`src/rtl/ttt_pkg.sv`:
```
// ---------------------------------------------------------------------------
// ttt_pkg
// Shared definitions for the tic-tac-toe game sequencer:
//   - cell codes (EMPTY / P1 / P2) and player constants
//   - square numbers (NO_SQUARE, SQUARE_1..SQUARE_9, row-major from top-left)
//   - FSM state encoding
//   - the 8-entry winning-line table and board-access helpers
// No ports (package).
// ---------------------------------------------------------------------------
package ttt_pkg;

  // Cell codes; 2'b11 is never written into the board.
  localparam logic [1:0] EMPTY = 2'b00;
  localparam logic [1:0] P1    = 2'b01;
  localparam logic [1:0] P2    = 2'b10;

  localparam logic PLAYER_1 = 1'b0;
  localparam logic PLAYER_2 = 1'b1;

  localparam logic [3:0] NO_SQUARE = 4'd0;
  localparam logic [3:0] SQUARE_1  = 4'd1;
  localparam logic [3:0] SQUARE_2  = 4'd2;
  localparam logic [3:0] SQUARE_3  = 4'd3;
  localparam logic [3:0] SQUARE_4  = 4'd4;
  localparam logic [3:0] SQUARE_5  = 4'd5;
  localparam logic [3:0] SQUARE_6  = 4'd6;
  localparam logic [3:0] SQUARE_7  = 4'd7;
  localparam logic [3:0] SQUARE_8  = 4'd8;
  localparam logic [3:0] SQUARE_9  = 4'd9;

  typedef enum logic [1:0] {
    ST_PLAY  = 2'd0,
    ST_CHECK = 2'd1,
    ST_OVER  = 2'd2
  } state_e;

  // Line table: each entry packs three squares {a, b, c}.
  // Entries 0-2 rows top->bottom, 3-5 columns left->right,
  // 6 main diagonal, 7 anti-diagonal (matches the win_line bit order).
  function automatic logic [11:0] line_triple(input logic [2:0] line);
    case (line)
      3'd0:    return {SQUARE_1, SQUARE_2, SQUARE_3};
      3'd1:    return {SQUARE_4, SQUARE_5, SQUARE_6};
      3'd2:    return {SQUARE_7, SQUARE_8, SQUARE_9};
      3'd3:    return {SQUARE_1, SQUARE_4, SQUARE_7};
      3'd4:    return {SQUARE_2, SQUARE_5, SQUARE_8};
      3'd5:    return {SQUARE_3, SQUARE_6, SQUARE_9};
      3'd6:    return {SQUARE_1, SQUARE_5, SQUARE_9};
      3'd7:    return {SQUARE_3, SQUARE_5, SQUARE_7};
      default: return {SQUARE_1, SQUARE_2, SQUARE_3};
    endcase
  endfunction

  // LSB position of square sq (1..9) in the packed 18-bit board.
  function automatic logic [4:0] cell_lsb(input logic [3:0] sq);
    return {sq, 1'b0} - 5'd2;
  endfunction

  function automatic logic [1:0] cell_at(input logic [17:0] board,
                                         input logic [3:0]  sq);
    return board[cell_lsb(sq) +: 2];
  endfunction

endpackage

```
`src/rtl/ttt_line_check.sv`:
```
// ---------------------------------------------------------------------------
// ttt_line_check
// Purely combinational: flags every line of the board fully owned by the
// given player code.
//   board    in  18  packed cells, square k at [2k-1:2k-2]
//   player   in  2   cell code to test (EMPTY never produces a hit)
//   line_hit out 8   one bit per line, same order as the package line table
// ---------------------------------------------------------------------------
module ttt_line_check
  import ttt_pkg::*;
(
  input  logic [17:0] board,
  input  logic [1:0]  player,
  output logic [7:0]  line_hit
);

  // Evaluate all eight lines against the player's code.
  always_comb begin
    line_hit = 8'd0;
    for (int l = 0; l < 8; l++) begin
      logic [11:0] trip;
      trip = line_triple(3'(l));
      line_hit[l] = (player != EMPTY) &&
                    (cell_at(board, trip[11:8]) == player) &&
                    (cell_at(board, trip[7:4])  == player) &&
                    (cell_at(board, trip[3:0])  == player);
    end
  end

endmodule

```
`src/rtl/ttt_game_ctrl.sv`:
```
// ---------------------------------------------------------------------------
// ttt_game_ctrl
// Tic-tac-toe game sequencer: holds the board, alternates turns, accepts or
// rejects moves, and detects win / draw. All outputs come straight from flops.
//   clk            in   system clock
//   clr            in   asynchronous active-high reset
//   enter          in   one-cycle move strobe
//   new_game       in   one-cycle strobe, clears the game (beats enter)
//   square_num     in   cursor square, 1..9 valid
//   square_status  out  packed board, square k at [2k-1:2k-2]
//   player_turn    out  player to move (0 = P1, 1 = P2)
//   player_1_win / player_2_win / draw  out  sticky results
//   game_over      out  high while in OVER
//   win_line       out  one-hot (or multi-hot on forks) winning lines
//   move_count     out  accepted moves this game
//   reject         out  one-cycle pulse for an ignored enter
// ---------------------------------------------------------------------------
module ttt_game_ctrl
  import ttt_pkg::*;
#(
  parameter logic FIRST_PLAYER = 1'b0,
  parameter int   SQ_W         = 8
) (
  input  logic            clk,
  input  logic            clr,
  input  logic            enter,
  input  logic            new_game,
  input  logic [SQ_W-1:0] square_num,
  output logic [17:0]     square_status,
  output logic            player_turn,
  output logic            player_1_win,
  output logic            player_2_win,
  output logic            draw,
  output logic            game_over,
  output logic [7:0]      win_line,
  output logic [3:0]      move_count,
  output logic            reject
);

  state_e      state_q, state_d;
  logic [17:0] board_q, board_d;
  logic        turn_q, turn_d;
  logic        p1_win_q, p1_win_d;
  logic        p2_win_q, p2_win_d;
  logic        draw_q, draw_d;
  logic        over_q, over_d;
  logic [7:0]  win_line_q, win_line_d;
  logic [3:0]  count_q, count_d;
  logic        reject_q, reject_d;

  logic        sq_valid_s;
  logic [3:0]  sel_sq_s;
  logic [1:0]  mover_code_s;
  logic [7:0]  line_hit_s;

  // Out-of-range squares are clamped to a legal index so the board read
  // never leaves the 18-bit vector; sq_valid_s still blocks the write.
  assign sq_valid_s   = (square_num >= SQ_W'(SQUARE_1)) &&
                        (square_num <= SQ_W'(SQUARE_9));
  assign sel_sq_s     = sq_valid_s ? square_num[3:0] : SQUARE_1;
  // player_turn still holds the mover during CHECK (toggle happens on exit).
  assign mover_code_s = turn_q ? P2 : P1;

  ttt_line_check u_line_check (
    .board    (board_q),
    .player   (mover_code_s),
    .line_hit (line_hit_s)
  );

  // Next-state and next-output logic for the PLAY/CHECK/OVER sequencer.
  always_comb begin
    state_d    = state_q;
    board_d    = board_q;
    turn_d     = turn_q;
    p1_win_d   = p1_win_q;
    p2_win_d   = p2_win_q;
    draw_d     = draw_q;
    over_d     = over_q;
    win_line_d = win_line_q;
    count_d    = count_q;
    reject_d   = 1'b0;

    if (new_game) begin
      // Any simultaneous enter is dropped silently.
      state_d    = ST_PLAY;
      board_d    = 18'd0;
      turn_d     = FIRST_PLAYER;
      p1_win_d   = 1'b0;
      p2_win_d   = 1'b0;
      draw_d     = 1'b0;
      over_d     = 1'b0;
      win_line_d = 8'd0;
      count_d    = 4'd0;
    end else begin
      case (state_q)
        ST_PLAY: begin
          if (enter) begin
            if (sq_valid_s && (cell_at(board_q, sel_sq_s) == EMPTY)) begin
              board_d[cell_lsb(sel_sq_s) +: 2] = mover_code_s;
              count_d = count_q + 4'd1;
              state_d = ST_CHECK;
            end else begin
              reject_d = 1'b1;
            end
          end else begin
            state_d = ST_PLAY;
          end
        end
        ST_CHECK: begin
          reject_d = enter;
          if (line_hit_s != 8'd0) begin
            // Win is checked before the draw so a 9th-move line wins.
            if (turn_q == PLAYER_2) begin
              p2_win_d = 1'b1;
            end else begin
              p1_win_d = 1'b1;
            end
            win_line_d = line_hit_s;
            over_d     = 1'b1;
            state_d    = ST_OVER;
          end else if (count_q == 4'd9) begin
            draw_d  = 1'b1;
            over_d  = 1'b1;
            state_d = ST_OVER;
          end else begin
            turn_d  = ~turn_q;
            state_d = ST_PLAY;
          end
        end
        ST_OVER: begin
          reject_d = enter;
          state_d  = ST_OVER;
        end
        default: begin
          state_d = ST_PLAY;
        end
      endcase
    end
  end

  // State and output registers with asynchronous clear.
  always_ff @(posedge clk or posedge clr) begin
    if (clr) begin
      state_q    <= ST_PLAY;
      board_q    <= 18'd0;
      turn_q     <= FIRST_PLAYER;
      p1_win_q   <= 1'b0;
      p2_win_q   <= 1'b0;
      draw_q     <= 1'b0;
      over_q     <= 1'b0;
      win_line_q <= 8'd0;
      count_q    <= 4'd0;
      reject_q   <= 1'b0;
    end else begin
      state_q    <= state_d;
      board_q    <= board_d;
      turn_q     <= turn_d;
      p1_win_q   <= p1_win_d;
      p2_win_q   <= p2_win_d;
      draw_q     <= draw_d;
      over_q     <= over_d;
      win_line_q <= win_line_d;
      count_q    <= count_d;
      reject_q   <= reject_d;
    end
  end

  assign square_status = board_q;
  assign player_turn   = turn_q;
  assign player_1_win  = p1_win_q;
  assign player_2_win  = p2_win_q;
  assign draw          = draw_q;
  assign game_over     = over_q;
  assign win_line      = win_line_q;
  assign move_count    = count_q;
  assign reject        = reject_q;

endmodule
```
`config.mk`:
```
export PLATFORM = sky130hd
export DESIGN_NAME = ttt_game_ctrl
export DESIGN_NICKNAME = d
export VERILOG_FILES = /design/src/rtl/ttt_pkg.sv /design/src/rtl/ttt_line_check.sv /design/src/rtl/ttt_game_ctrl.sv
export SDC_FILE = /design/constraint.sdc
export NUM_CORES = 1
export LEC_CHECK = 0
export ABC_AREA = 1
export CAP_MARGIN = 20
export CORE_ASPECT_RATIO = 0.9
export CORE_MARGIN = 2
export CORE_UTILIZATION = 36
export CTS_CLUSTER_DIAMETER = 30
export DETAILED_ROUTE_END_ITERATION = 16
export SETUP_SLACK_MARGIN = 0.5
export SLEW_MARGIN = 40
export SYNTH_ARGS = -nofsm -noshare
export SYNTH_HDL_FRONTEND = slang
export SYNTH_SLANG_ARGS = --single-unit
export TNS_END_PERCENT = 10
```
`constraint.sdc`:
```
create_clock -name clk -period 2.4 [get_ports clk]
set_input_delay 0.24 -clock clk [delete_from_list [all_inputs] [get_ports clk]]
set_output_delay 0.24 -clock clk [all_outputs]
set_load 0.01 [all_outputs]
```
======== Word level (Yosys, flattened, before mapping) ========
Cells that the tools add are included.
word-level totals
  register bits ........................... 38
  latch bits .............................. 0
  RAM bits ................................ 0
  ROM bits ................................ 0
  bits of input ports ..................... 12
  output and inout bits ................... 36
  word-level logic and storage cells ...... 121
  memories ................................ 0
operators by class
  add/sub/neg operators ................... 3
  multiply operators ...................... 0
  divide/modulo/power cells ............... 0
  magnitude comparators ................... 2
  eq/ne operators ......................... 16
  shift-type cells ........................ 3
  mux-type cells .......................... 43
  bitwise gates (word level) .............. 1
  reductions and logical operators ........ 43
operators by type and width
  operator                                                                          count
  18-bit two-way mux                                                                4
  8-bit two-way mux                                                                 3
  1-bit logical AND                                                                 23
  1-bit two-way mux                                                                 22
  4-bit two-way mux                                                                 5
  18-bit bitwise mux                                                                1
  2-bit == test                                                                     9
  2-bit by 7-bit variable shift with 18-bit output, first input constant            1
  18-bit by 6-bit variable part select with 2-bit output                            1
  2-bit by 7-bit variable part select with 18-bit output                            1
  2-bit nonzero test                                                                8
  3-bit AND reduction                                                               5
  2-bit two-way mux                                                                 6
  8-bit by 1-bit >= comparator with 1-bit output, second input constant             1
  8-bit by 4-bit less-or-equal comparator with 1-bit output, second input constant  1
  8-bit nonzero test                                                                1
  5-bit negation with 7-bit output                                                  1
  2-bit != test, second input constant                                              3
  2-bit case mux with 3 select lines                                                1
  5-bit by 2-bit subtractor with 5-bit output, second input constant                1
  4-bit by 1-bit adder with 4-bit output, second input constant                     1
  4-bit == test, second input constant                                              1
  2-bit logical NOT                                                                 2
  4-bit != test, second input constant                                              1
  other kinds (7)                                                                   8

======== Depth between registers and ports, before layout ========
Gate-level depths: netlist of run 1.
  depth in word-level cells ............... 11
  gate-level depth with buffers ........... 20
  depth with buffers taken out ............ 20

======== Cells and area by module ========
From an unflattened synthesis of run 1, not the netlist that was laid out.
unflattened totals
  cell total of the unflattened synthesis .. 440
  area total of the unflattened synthesis .. 2890.3 um^2
by module, submodules not included
  module          times used  cells an instance  area each (um^2)
  ttt_game_ctrl   1           331                2408.6
  ttt_line_check  1           109                481.7

======== Worst setup path before layout of run 1 ========
OpenSTA, ideal clock, no wires.
  path kind ............................... input port to flip-flop
  start ................................... in square_num[7]
  end ..................................... reg board_q[13], in the netlist square_status[13]
  library setup time ...................... 65 ps
  arrival time ............................ 2690 ps
  slack ................................... -355 ps
  stages .................................. 18
  path buffers ............................ 1
  cell sequence ........................... inv_1 > nand2_1 > nor2_1 > nand3_1 > nor2_1 > inv_1 > ha_1 > clkinv_1 > o31ai_1 > nor2_1 > nor2_1 > nand3_1 > nand3_1 > nand3_2 > nand2_4 > buf_6 > nand3_1 > nand2_1
between the ends
  word-level cells in the longest chain between the ends .. 11
ends and longest elaborated chain
  what                                                                                                                                line                                      source
  from (decl)                                                                                                                         ttt_game_ctrl.sv:28                       input logic [SQ_W-1:0] square_num,
  8-bit by 1-bit >= comparator with 1-bit output / 8-bit by 4-bit less-or-equal comparator with 1-bit output (equally long branches)  ttt_game_ctrl.sv:58, ttt_game_ctrl.sv:59
  1-bit logical AND *                                                                                                                 ttt_game_ctrl.sv:58                       assign sq_valid_s = (square_num >= SQ_W'(SQUARE_1)) &&
  4-bit two-way mux                                                                                                                   ttt_game_ctrl.sv:60                       assign sel_sq_s = sq_valid_s ? square_num[3:0] : SQUARE_1;
  5-bit by 2-bit subtractor with 5-bit output                                                                                         ttt_pkg.sv:56                             return {sq, 1'b0} - 5'd2;
  5-bit negation with 7-bit output                                                                                                    ttt_game_ctrl.sv:99                       board_d[cell_lsb(sel_sq_s) +: 2] = mover_code_s;
  2-bit by 7-bit variable part select with 18-bit output / 2-bit by 7-bit variable shift with 18-bit output (equally long branches)   ttt_game_ctrl.sv:99
  18-bit bitwise mux                                                                                                                  ttt_game_ctrl.sv:99
  18-bit two-way mux                                                                                                                  ttt_game_ctrl.sv:98                       if (sq_valid_s && (cell_at(board_q, sel_sq_s) == EMPTY)) begin
  18-bit two-way mux                                                                                                                  ttt_game_ctrl.sv:97                       if (enter) begin
  18-bit two-way mux                                                                                                                  ttt_game_ctrl.sv:95                       case (state_q)
  18-bit two-way mux                                                                                                                  ttt_game_ctrl.sv:83                       if (new_game) begin
  to (signal assigned)                                                                                                                ttt_game_ctrl.sv:156                      board_q <= board_d;
  to (decl)                                                                                                                           ttt_game_ctrl.sv:41                       logic [17:0] board_q, board_d;
Mark *: on every way between the ends. The rest lies on a longest branch, timed or not. The select of a mux whose other input is x is not followed.
A chain may end at the register's enable or synchronous reset.

======== Worst setup path in the final report of run 1 ========
  start ................................... in square_num[4]
  end ..................................... reg board_q[13], in the netlist square_status[13]
The elaborated chain is that of the path after synthesis.

==> results of run 1 <==
==> metal layers <==
metal / global-route usage / share of wire
met1: 0.3413 / 0.49
met2: 0.3202 / 0.44
met3: 0.03085 / 0.048
met4: 0.05156 / 0.012
met5: 0 / 0
==> area by class of cell <==
class	count	area share
clock inverter	2	0.003245
clock buffer	6	0.02141
tap	90	0.02920
multi-input combinational	273	0.4238
inverter	45	0.05321
sequential	38	0.2466
timing repair buffer	97	0.2226
==> sequential cells by signal (all words and copies together) (netlist names) <==
name           count
player_1_win       1
player_2_win       1
draw               1
state_q            2
reject             1
move_count         4
win_line           8
square_status     18
player_turn        1
game_over          1
==> timing repair <==
item,in CTS,in global routing
resized for setup,63,31
pin swaps,19,20
setup endpoints to repair,38,38
cloned,2,0
buffers inserted,12,4
==> cell usage after synthesis (3+ instances only) <==
cell	instances
o21ai_0	18
a21oi_1	18
nor2_2	3
nand4_1	12
nand2_1	87
o21ai_1	3
nor2_1	32
clkbuf_1	5
dfrtp_1	38
nand2_2	4
o31ai_1	3
nand3_1	55
o21a_1	4
nor3_1	13
ha_1	10
inv_1	42
==> cells by family after synthesis <==
group | Yosys count | synth area share
AND/OR/NAND/NOR | 212 | 0.3816
buffers and inverters | 53 | 0.08288
AO/OA/AOI/OAI | 47 | 0.1012
flip-flops | 38 | 0.3772
adder cells (fa/ha/maj) | 10 | 0.04963
XOR/XNOR | 1 | 0.003475
multiplexers | 1 | 0.003970
==> power groups by stage <==
stage | Combinational (mW) | Clock (mW) | Sequential [mW]
3_3_place_gp | 0.172 | 0 | 0.656
4_1_cts | 0.196 | 0.485 | 0.643
5_1_grt | 0.229 | 0.523 | 0.643
3_5_place_dp | 0.172 | 0 | 0.656
6_report | 0.209 | 0.478 | 0.643
2_1_floorplan | 0.0894 | 0 | 0.656
==> metrics by stage <==
step	utilization	std cells	power [mW]	worst slack (ns)	area [um^2]
floorplan	-	362	0.7459	0.1258	2618
global placement	0.5105	525	0.8277	-0.6590	3416
detailed placement	0.5105	525	0.8279	-0.6967	3416
CTS	0.5555	547	1.324	0.2239	3717
global route	0.5763	551	1.395	0.01954	3856
finish	0.5763	551	1.329	0.1611	3856
==> worst max-delay path, stage by stage <==
cell and delay [ns]:
buf_12 0.11, inv_12 0.04, nand2_4 0.04, nor2_4 0.16
nand3_4 0.10, nor2_4 0.14, inv_4 0.05, ha_4 0.28
buf_6 0.13, nand3_4 0.09, o31ai_4 0.06, nand2_1 0.10
nand3_1 0.08, nand2_1 0.06, nand3_2 0.10, nand3_4 0.22
nand2_8 0.21, buf_6 0.12, nand3_2 0.06, nand2_1 0.07
==> final timing paths <==
path / start / endpoint / slack [ns] / depth (start not counted)
max in group asynchronous: clr / square_status[11] / 1.70 / 3
setup / recovery: square_num[4] / square_status[13] / 0.16 / 20
hold / removal: clr / win_line[2] / 0.35 / 3
min in group clk: square_num[1] / square_status[6] / 0.43 / 5
setup reg to reg: player_turn / win_line[7] / 0.31 / 11
hold reg to reg: player_2_win / player_2_win / 0.49 / 2
==> results.md, run 1 <==
* Status: complete, no violations
* Post-synthesis cell type count at 27
* Worst skew pair latency at 0.30 ns
* Cell-internal power at 959.9 uW
* Arr. time, crit path at 2.48 ns
* Remaining antenna violation count at 0
* RSZ-0062 raised after global routing: true
* Post-synth top flop: dfrtp_1
* HPWL after detailed placement at 5881 um
* Total routed wirelength at 8186 um
* Diode count at 0
* Clock Path Buffers at 2
* Critical-path maximum fanout at 6
* CP startpoint kind: input port
* Total CTS buffers at 5
* Hold crit path type: in -> async
* P_sw at 369.5 uW
* Commonest non-fill, non-tap cell in the layout: nand2_1
* Nets at 482
* Clock power share at 0.359
* Area Growth Syn to Fin at 52.95%
* DR iter-0 viols at 173
* H-Tree Depth at 2
* Final-report setup violation count at 0
* Maximum VDD drop at 257.4 uV
* Static leakage at 1.852 nW
* Initial antenna violation count at 0
* First-pass GRT wire length at 13,500 um
* Number of synthesized flops with an enable pin at 0
* Vert. Die Dim at 83.39 um
* Net Count, Synth at 384
* # hold bufs at CTS at 0
* Fill count at 627
* FF+latch count, synth at 38
* CTS tree: done
* Commonest cells after routing, fill and taps aside: nand2_1, buf_4, nand3_1, clkdlybuf4s50_1, dfrtp_1
* Multi-input gate area at 1634 um^2
* Vias in the first global route at 2,614
* Via density at 5.103
* Die X at 92.21 um
* Grt ovf at 0
* Fin crit share at 0.9329
* Largest area contributor in the netlist: dfrtp_1
* Switching share of power at 0.2780
* Crit. End Element: flip-flop
* CTS root buf: clkbuf_8
* Port buffer count at 47
* Sequential share of the synthesized area at 0.3772
* Pin count of the biggest net entering global routing at 39
* Syn_area_per_cell at 6.965 um^2
* Clk slew on worst S/H paths at 0.08 ns
* Share of cells above drive strength 1 at 0.2733
* Comb pwr share at 0.157
* Pre-Repair DR Iteration Count at 5
* Syn Inst Count at 362
* Synth area leaders: dfrtp_1, nand2_1, nand3_1
* Slew margin rel. at 0.6069
* Initial core utilization at 0.3768
* DR vias at 2,812
* Worst EP required at 2.64 ns
* Sequential Area at 950.9 um^2
* # DRC at 0
* Slew Limit Fails at 0
* Pwr/cell area at 344.8 nW/um^2
* Die area at 7689 um^2
* Core ar. at 6691 um^2
* Post-Syn Area at 2521 um^2
* Final setup TNS at 0 ns
* Layout Skew at 0.01181 ns
* Gp weighted congestion at 0.9189
* Worst slew pin tran at 0.5860 ns
* MaxCap Viol Count at 0
* CTS sink cnt at 38
* Kind of critical path: in -> reg
* Routed len/inst at 14.86 um
* Top cell type's share of synthesized area at 0.3772
* Max Fclk at 0.4467 GHz
* Ports at 48
* # rows at 28
* Sequential share of power at 0.484
* Final Critical Period at 2.239 ns
* Yosys warns at 0
* GRT Total Usage at 0.2197
* Ys async rst share at 1.000
* Hold Fails Final Rpt at 0
* Min Hold Slack at 0.3467 ns
(Power assumes the default switching activity.)
==> inputs of run 2 (changes only) <==
--- a/config.mk
+++ b/config.mk
@@ -6,7 +6,7 @@
 export NUM_CORES = 1
 export LEC_CHECK = 0
 export ABC_AREA = 1
-export CAP_MARGIN = 20
+export CAP_MARGIN = 5
 export CORE_ASPECT_RATIO = 0.9
 export CORE_MARGIN = 2
 export CORE_UTILIZATION = 36
==> results of run 2 <==
No change in the layout: final DEF, timing and power equal those of run 1.
